### config.mk
export PLATFORM = sky130hd
export DESIGN_NAME = mips_multicycle_core
export DESIGN_NICKNAME = d
export VERILOG_FILES = /design/src/rtl/mips_multicycle_core.sv
export SDC_FILE = /design/constraint.sdc
export NUM_CORES = 2
export LEC_CHECK = 0
export CAP_MARGIN = 20
export CELL_PAD_IN_SITES_DETAIL_PLACEMENT = 1
export CELL_PAD_IN_SITES_GLOBAL_PLACEMENT = 2
export CORE_UTILIZATION = 39
export CTS_BUF_LIST = sky130_fd_sc_hd__clkbuf_8 sky130_fd_sc_hd__clkbuf_16
export CTS_CLUSTER_SIZE = 25
export DETAILED_ROUTE_END_ITERATION = 8
export PLACE_DENSITY = 0.82
export SYNTH_ARGS = -nofsm -noshare
export SYNTH_HDL_FRONTEND = slang
export SYNTH_SLANG_ARGS = --single-unit
### constraint.sdc
create_clock -name clock -period 4.2 [get_ports clock]
set_clock_uncertainty 0.15 [all_clocks]
set_input_delay 0.42 -clock clock [delete_from_list [all_inputs] [get_ports clock]]
set_output_delay 0.42 -clock clock [all_outputs]
set_load 0.1 [all_outputs]
### src/rtl/mips_multicycle_core.sv
// mips_multicycle_core
// Multi-cycle MIPS32 subset core (FETCH/DECODE/EXEC/MEM/WB) with one shared
// instruction/data memory port using a req/ready handshake. The register file
// and ALU are internal. Illegal opcodes, misaligned accesses and bus timeouts
// trap into HALT, which only reset leaves.
// Ports:
//   clock, reset        rising-edge clock, synchronous active-low reset
//   mem_req/mem_we      access request (held until ready) and write strobe
//   mem_addr/mem_wdata  byte address and store data, stable while mem_req
//   mem_rdata/mem_ready read data and completion, sampled when mem_req
//   pc_out/alu_out      PC and ALUOut registers (debug)
//   d_mem_out           MDR register, last load data (debug)
//   state_out           0 FETCH, 1 DECODE, 2 EXEC, 3 MEM, 4 WB, 7 HALT
//   halted/trap_cause   HALT indicator and sticky trap cause
module mips_multicycle_core #(
   parameter logic [31:0] RESET_PC    = 32'h0000_0000,
   parameter int unsigned MEM_TIMEOUT = 0
) (
   input  logic        clock,
   input  logic        reset,
   output logic        mem_req,
   output logic        mem_we,
   output logic [31:0] mem_addr,
   output logic [31:0] mem_wdata,
   input  logic [31:0] mem_rdata,
   input  logic        mem_ready,
   output logic [31:0] pc_out,
   output logic [31:0] alu_out,
   output logic [31:0] d_mem_out,
   output logic [2:0]  state_out,
   output logic        halted,
   output logic [1:0]  trap_cause
);

   typedef enum logic [2:0] {
      S_FETCH  = 3'd0,
      S_DECODE = 3'd1,
      S_EXEC   = 3'd2,
      S_MEM    = 3'd3,
      S_WB     = 3'd4,
      S_HALT   = 3'd7
   } state_t;

   localparam logic [5:0] OP_RTYPE = 6'h00;
   localparam logic [5:0] OP_J     = 6'h02;
   localparam logic [5:0] OP_JAL   = 6'h03;
   localparam logic [5:0] OP_BEQ   = 6'h04;
   localparam logic [5:0] OP_BNE   = 6'h05;
   localparam logic [5:0] OP_ADDI  = 6'h08;
   localparam logic [5:0] OP_SLTI  = 6'h0A;
   localparam logic [5:0] OP_ANDI  = 6'h0C;
   localparam logic [5:0] OP_ORI   = 6'h0D;
   localparam logic [5:0] OP_LUI   = 6'h0F;
   localparam logic [5:0] OP_LW    = 6'h23;
   localparam logic [5:0] OP_SW    = 6'h2B;

   localparam logic [5:0] FN_SLL = 6'h00;
   localparam logic [5:0] FN_SRL = 6'h02;
   localparam logic [5:0] FN_SRA = 6'h03;
   localparam logic [5:0] FN_JR  = 6'h08;
   localparam logic [5:0] FN_ADD = 6'h20;
   localparam logic [5:0] FN_SUB = 6'h22;
   localparam logic [5:0] FN_AND = 6'h24;
   localparam logic [5:0] FN_OR  = 6'h25;
   localparam logic [5:0] FN_SLT = 6'h2A;

   state_t      state;
   logic [31:0] pc;
   logic [31:0] ir;
   logic [31:0] a;
   logic [31:0] b;
   logic [31:0] alu_reg;
   logic [31:0] mdr;
   logic [31:0] regs [32];
   logic [31:0] wait_cnt;
   logic [1:0]  trap;

   // Instruction fields
   logic [5:0]  op;
   logic [4:0]  rs;
   logic [4:0]  rt;
   logic [4:0]  rd;
   logic [4:0]  shamt;
   logic [5:0]  funct;
   logic [15:0] imm;
   logic [31:0] imm_s;
   logic [31:0] imm_z;

   assign op    = ir[31:26];
   assign rs    = ir[25:21];
   assign rt    = ir[20:16];
   assign rd    = ir[15:11];
   assign shamt = ir[10:6];
   assign funct = ir[5:0];
   assign imm   = ir[15:0];
   assign imm_s = {{16{imm[15]}}, imm};
   assign imm_z = {16'h0000, imm};

   logic [31:0] rs_val;
   logic [31:0] rt_val;
   logic [31:0] jump_target;
   logic [31:0] branch_target;
   logic [4:0]  wb_dest;
   logic [31:0] wb_data;
   logic        fetch_misaligned;
   logic        timeout_hit;
   logic        legal;
   logic [31:0] alu_res;

   assign rs_val        = (rs == 5'd0) ? 32'h0 : regs[rs];
   assign rt_val        = (rt == 5'd0) ? 32'h0 : regs[rt];
   assign jump_target   = {pc[31:28], ir[25:0], 2'b00};
   assign branch_target = pc + {imm_s[29:0], 2'b00};
   assign wb_dest       = (op == OP_RTYPE) ? rd : rt;
   assign wb_data       = (op == OP_LW)  ? mdr :
                          (op == OP_LUI) ? {imm, 16'h0000} : alu_reg;

   // A jr to a misaligned target traps in FETCH without issuing the request.
   assign fetch_misaligned = (pc[1:0] != 2'b00);
   // The wait that would reach the limit is the one that trips the trap.
   assign timeout_hit = (MEM_TIMEOUT != 0) &&
                        ((wait_cnt + 32'd1) == 32'(MEM_TIMEOUT));

   always_comb begin
      legal = 1'b0;
      case (op)
         OP_RTYPE: begin
            case (funct)
               FN_SLL, FN_SRL, FN_SRA, FN_JR, FN_ADD,
               FN_SUB, FN_AND, FN_OR, FN_SLT: legal = 1'b1;
               default:                       legal = 1'b0;
            endcase
         end
         OP_J, OP_JAL, OP_BEQ, OP_BNE, OP_ADDI, OP_SLTI, OP_ANDI,
         OP_ORI, OP_LUI, OP_LW, OP_SW: legal = 1'b1;
         default: legal = 1'b0;
      endcase
   end

   always_comb begin
      alu_res = 32'h0;
      case (op)
         OP_RTYPE: begin
            case (funct)
               FN_ADD:  alu_res = a + b;
               FN_SUB:  alu_res = a - b;
               FN_AND:  alu_res = a & b;
               FN_OR:   alu_res = a | b;
               FN_SLT:  alu_res = ($signed(a) < $signed(b)) ? 32'd1 : 32'd0;
               FN_SLL:  alu_res = b << shamt;
               FN_SRL:  alu_res = b >> shamt;
               FN_SRA:  alu_res = 32'($signed(b) >>> shamt);
               default: alu_res = 32'h0;
            endcase
         end
         OP_ADDI, OP_LW, OP_SW: alu_res = a + imm_s;
         OP_ANDI:               alu_res = a & imm_z;
         OP_ORI:                alu_res = a | imm_z;
         OP_SLTI:               alu_res = ($signed(a) < $signed(imm_s)) ? 32'd1 : 32'd0;
         OP_LUI:                alu_res = {imm, 16'h0000};
         OP_BEQ, OP_BNE:        alu_res = a - b;
         default:               alu_res = 32'h0;
      endcase
   end

   // Request is gated by reset so an in-flight transfer drops in the reset cycle.
   assign mem_req   = reset && ((state == S_FETCH && !fetch_misaligned) || state == S_MEM);
   assign mem_we    = (state == S_MEM) && (op == OP_SW);
   assign mem_addr  = (state == S_MEM) ? alu_reg : pc;
   assign mem_wdata = b;

   assign pc_out     = pc;
   assign alu_out    = alu_reg;
   assign d_mem_out  = mdr;
   assign state_out  = state;
   assign halted     = reset && (state == S_HALT);
   assign trap_cause = trap;

   always_ff @(posedge clock) begin
      if (!reset) begin
         state    <= S_FETCH;
         pc       <= RESET_PC;
         ir       <= 32'h0;
         a        <= 32'h0;
         b        <= 32'h0;
         alu_reg  <= 32'h0;
         mdr      <= 32'h0;
         trap     <= 2'b00;
         wait_cnt <= 32'h0;
         for (int i = 0; i < 32; i++) regs[i] <= 32'h0;
      end else begin
         if (mem_req) begin
            if (mem_ready) wait_cnt <= 32'h0;
            else           wait_cnt <= wait_cnt + 32'd1;
         end

         case (state)
            S_FETCH: begin
               if (fetch_misaligned) begin
                  trap  <= 2'b10;
                  state <= S_HALT;
               end else if (mem_ready) begin
                  ir    <= mem_rdata;
                  pc    <= pc + 32'd4;
                  state <= S_DECODE;
               end else if (timeout_hit) begin
                  trap  <= 2'b11;
                  state <= S_HALT;
               end
            end

            S_DECODE: begin
               a <= rs_val;
               b <= rt_val;
               if (!legal) begin
                  trap  <= 2'b01;
                  state <= S_HALT;
               end else if (op == OP_J) begin
                  pc    <= jump_target;
                  state <= S_FETCH;
               end else if (op == OP_JAL) begin
                  // pc already holds the return address (PC+4)
                  regs[31] <= pc;
                  pc       <= jump_target;
                  state    <= S_FETCH;
               end else begin
                  state <= S_EXEC;
               end
            end

            S_EXEC: begin
               if ((op == OP_LW || op == OP_SW) && alu_res[1:0] != 2'b00) begin
                  trap  <= 2'b10;
                  state <= S_HALT;
               end else begin
                  alu_reg <= alu_res;
                  if (op == OP_BEQ || op == OP_BNE) begin
                     if ((a == b) == (op == OP_BEQ)) pc <= branch_target;
                     state <= S_FETCH;
                  end else if (op == OP_RTYPE && funct == FN_JR) begin
                     pc    <= a;
                     state <= S_FETCH;
                  end else if (op == OP_LW || op == OP_SW) begin
                     state <= S_MEM;
                  end else begin
                     state <= S_WB;
                  end
               end
            end

            S_MEM: begin
               if (mem_ready) begin
                  if (op == OP_SW) begin
                     state <= S_FETCH;
                  end else begin
                     mdr   <= mem_rdata;
                     state <= S_WB;
                  end
               end else if (timeout_hit) begin
                  trap  <= 2'b11;
                  state <= S_HALT;
               end
            end

            S_WB: begin
               if (wb_dest != 5'd0) regs[wb_dest] <= wb_data;
               state <= S_FETCH;
            end

            S_HALT: state <= S_HALT;

            default: state <= S_HALT;
         endcase
      end
   end

endmodule
==> run_results.csv <==
group,metric,value,unit
global_routing,grt_max_degree,78,
outcome,status,"finished clean",
place,place_congestion,1.01,
sta,hold_slack,60.9,ps
global_routing,grt_pass1_wl,503000,um
critical_path,critPathArrivalTime,4660,ps
critical_path,max_stage_delay,540,ps
sta,finalCritPeriodShare,98.6,%
floorplanning,ios,203,
place,dp_hpwl,259000,um
critical_path,cp_max_fo,20,
floorplanning,initial_core_util,39.4,%
critical_path,endpoint_kind,"register",
final_layout,nFillCells,19700,
flow_run,cap_violations,0,
floorplanning,fp.dieW,439,um
critical_path,rr_worst_depth,15,
routing,wl_per_cell,38.1,um
sta,worstMarginPinSlew,1140,ps
sta,relSlewSlack,24.2,%
critical_path,r2r_end,"alu_out[24]",
routing,drt_iter0_markers,8991,
floorplanning,core,189000,um2
critical_path,required,4720,ps
final_layout,regArea,35000,um2
synthesis,synth_ff_type,"edfxtp_1",
clock_network,cts.path.max_buffers,3,
synthesis,avgSynthCellArea,11.6,um2
critical_path,cp.depth,15,
global_routing,grt_pass1_vias,63800,
final_layout,final_nets,7090,
synthesis,async_reset_ff_share,0,%
floorplanning,die_h,439,um
clock_network,clkTransAtPathRegs,60,ps
critical_path,cp_common_cell,"buf_4",
power_and_ir_drop,p_per_area,574,nW/um2
critical_path,cp_slowest_cell,"mux2i_1",
place,dp.cells,9191,
routing,via_count,63300,
final_layout,syn2layout_area_growth,18.6,%
critical_path,worst-r2r-setup-slack,60,ps
critical_path,cp_num_buf_inv,5,
clock_network,clk_latency,810,ps
final_layout,final_area,88200,um2
synthesis,ys_ff_latch,1231,
synthesis,yosysMostFrequentCell,"nor2_1",
critical_path,path_class,"reg2reg",
sta,hold_viol,0,
power_and_ir_drop,power.total,50.6,mW
synthesis,synth_common_cells,"nor2_1 (1394), edfxtp_1 (1024), mux4_2 (707), nand2_1 (519), clkbuf_1 (493)",
routing,drtAntennaViolNets,0,
synthesis,synth_area_leaders,"edfxtp_1 (41%), mux4_2 (21%), nor2_1 (7.0%)",
synthesis,syn_area,74400,um2
clock_network,cts.sinks,1231,
min_path,hold_path_depth,3,
sta,drv_slew,0,
synthesis,synth_cells,6426,
critical_path,start_kind,"register",
floorplanning,dieArea,192000,um2
critical_path,crit_start,"ir[1]",
sta,setup_violations,0,
min_path,min_path_type,"in2reg",
synthesis,yosysTopAreaCellShare,41.3,%
global_routing,grt_overflow_total,0,
synthesis,synth_cell_types,90,
synthesis,synth_edf_count,1024,
critical_path,cp_top_family,"simple AND/OR/NAND/NOR gates",
global_routing,antenna_found_initial,18,
sta,setup_tns,0,ps
critical_path,setup.worst_path.end,"alu_out[24]",
routing,drc,0,
global_routing,grt_usage,37.0,%
synthesis,ys_seq_area_share,46.9,%
final_layout,drive_gt1_share,25.9,%
synthesis,ys_warn_count,0,
sta,finalCriticalPeriod,4140,ps
floorplanning,num_rows,159,
final_layout,instances_no_fill,9463,
sta,max_freq,242,MHz
place,port_buffers,202,
clock_network,cts_tree,"built",
final_layout,multi_input_comb_area,37300,um2
routing,dr.pass1.iters,6,
clock_network,htreeDepth,4,
place,dpl_cell_area,83300,um2
power_and_ir_drop,p_leak,30.0,nW
power_and_ir_drop,ir_worst_vdd,0.456,mV
clock_network,cts_root_buf,"clkbuf_16",
routing,wl,361000,um
synthesis,yosys.area.top_type,"edfxtp_1",
critical_path,timing.rr.start,"ir[1]",
clock_network,cts_buffers,143,
routing,avgViaCountPerCell,6.69,
critical_path,path_cells,"buf_4, or3b_2, nor3_1, buf_4, o211ai_1, mux2i_1, nand3_1, a32oi_1, buf_4, a2111oi_4, o21a_2, buf_12, buf_12, o21ai_0, a21oi_1",
-- worst min-delay path by stage --
| stage | end | startpoint | slack (ps) |
|---|---|---|---|
| after CTS | d_mem_out[5] | mem_rdata[5] | 30 |
| after global routing | d_mem_out[5] | mem_rdata[5] | 60 |
| after global placement | trap_cause[0] | trap_cause[0] | 320 |
| after detailed placement | d_mem_out[20] | d_mem_out[20] | 340 |
| final | d_mem_out[5] | mem_rdata[5] | 60 |
| after floorplan | register | ir[22] | 310 |
-- stage by stage --
step                util [%]  setup slack [ps]
finish                  46.8              60.0
global route            46.7             -6.60
CTS                     46.7              3.39
detailed placement      44.2              -344
global placement        44.2              -322
floorplan                  -              -280
-- cell type report --
| class | instances | area share [%] |
|---|---|---|
| Antenna cell | 7 | 0.0199 |
| Tap cell | 2495 | 3.54 |
| Clock inverter | 106 | 0.914 |
| Multi-Input combinational cell | 4481 | 42.3 |
| Inverter | 148 | 0.643 |
| Sequential cell | 1231 | 39.7 |
| Timing Repair Buffer | 841 | 8.63 |
| Clock buffer | 154 | 4.29 |
-- logic make-up after synthesis --
group,Yosys count,share of synthesized area [%]
multiplexers,820,23.0
AO/OA/AOI/OAI,1071,9.21
adder cells (fa/ha/maj),209,3.56
AND/OR/NAND/NOR,2257,12.4
other,1,0.00504
buffers and inverters,746,3.84
flip-flops,1231,46.9
XOR/XNOR,91,1.07
-- registers in the layout, indices dropped and copies added, names as in the netlist, named ones only --
name / count
regs: 1024
a: 32
alu_out: 32
d_mem_out: 32
ir: 32
mem_wdata: 32
pc_out: 32
state_out: 3
trap_cause: 2
-- layer usage --
metal  track usage, %  share of wire [%]  wire length (um)  up-vias
li1                 -                  -                 -    25000
met1             45.8                 36            130000    32800
met2             59.1                 46            168000     4397
met3             8.65                 10             36900     1099
met4             22.1                7.2             25900       18
met5                0              0.035               125        -
-- worst register-to-register path, stage by stage (launching register included) --
cell and delay [ps]:
dfxtp_1 330, buf_4 250, or3b_2 510, nor3_1 440
buf_4 240, o211ai_1 80, mux2i_1 540, nand3_1 150
a32oi_1 280, buf_4 200, a2111oi_4 60, o21a_2 270
buf_12 170, buf_12 130, o21ai_0 130, a21oi_1 60
-- report_power, final --
group,switching [mW],leakage (nW),internal (mW)
registers,1.24,12.3,13.9
clock network,5.59,2.33,6.86
logic,15.0,15.4,7.97
-- timing repair --
item,in CTS,in global routing
gates cloned,2,0
pin swaps,2,2
hold buffers,1,0
resized for setup,10,21
setup endpoints to repair,48,59
buffers inserted,0,2
endpoints found under the hold margin,1,0
-- placed cells by master, fill, tap and decap left out, types with 21 or more instances in the layout --
cell type / n
and3_1: 31
a221oi_1: 38
edfxtp_1: 1024
a211oi_1: 53
a21oi_1: 357
o31ai_1: 26
a31oi_1: 34
a21o_1: 33
nor2b_1: 24
buf_12: 67
o21ai_0: 194
nand3_1: 62
mux4_2: 707
clkinv_1: 38
inv_1: 164
nand2b_1: 23
mux2i_1: 104
nor2_1: 1387
nand2_1: 463
a222oi_1: 22
dfxtp_2: 34
clkinv_2: 26
o211ai_1: 39
xnor2_1: 62
conb_1: 32
o221ai_1: 21
or3_1: 28
nor3_1: 63
nand2_2: 56
xor2_1: 28
clkdlybuf4s50_1: 165
clkbuf_16: 148
a21oi_2: 27
dfxtp_1: 163
buf_4: 606
ha_1: 205
No activity file was read; power rests on OpenSTA's default activity.
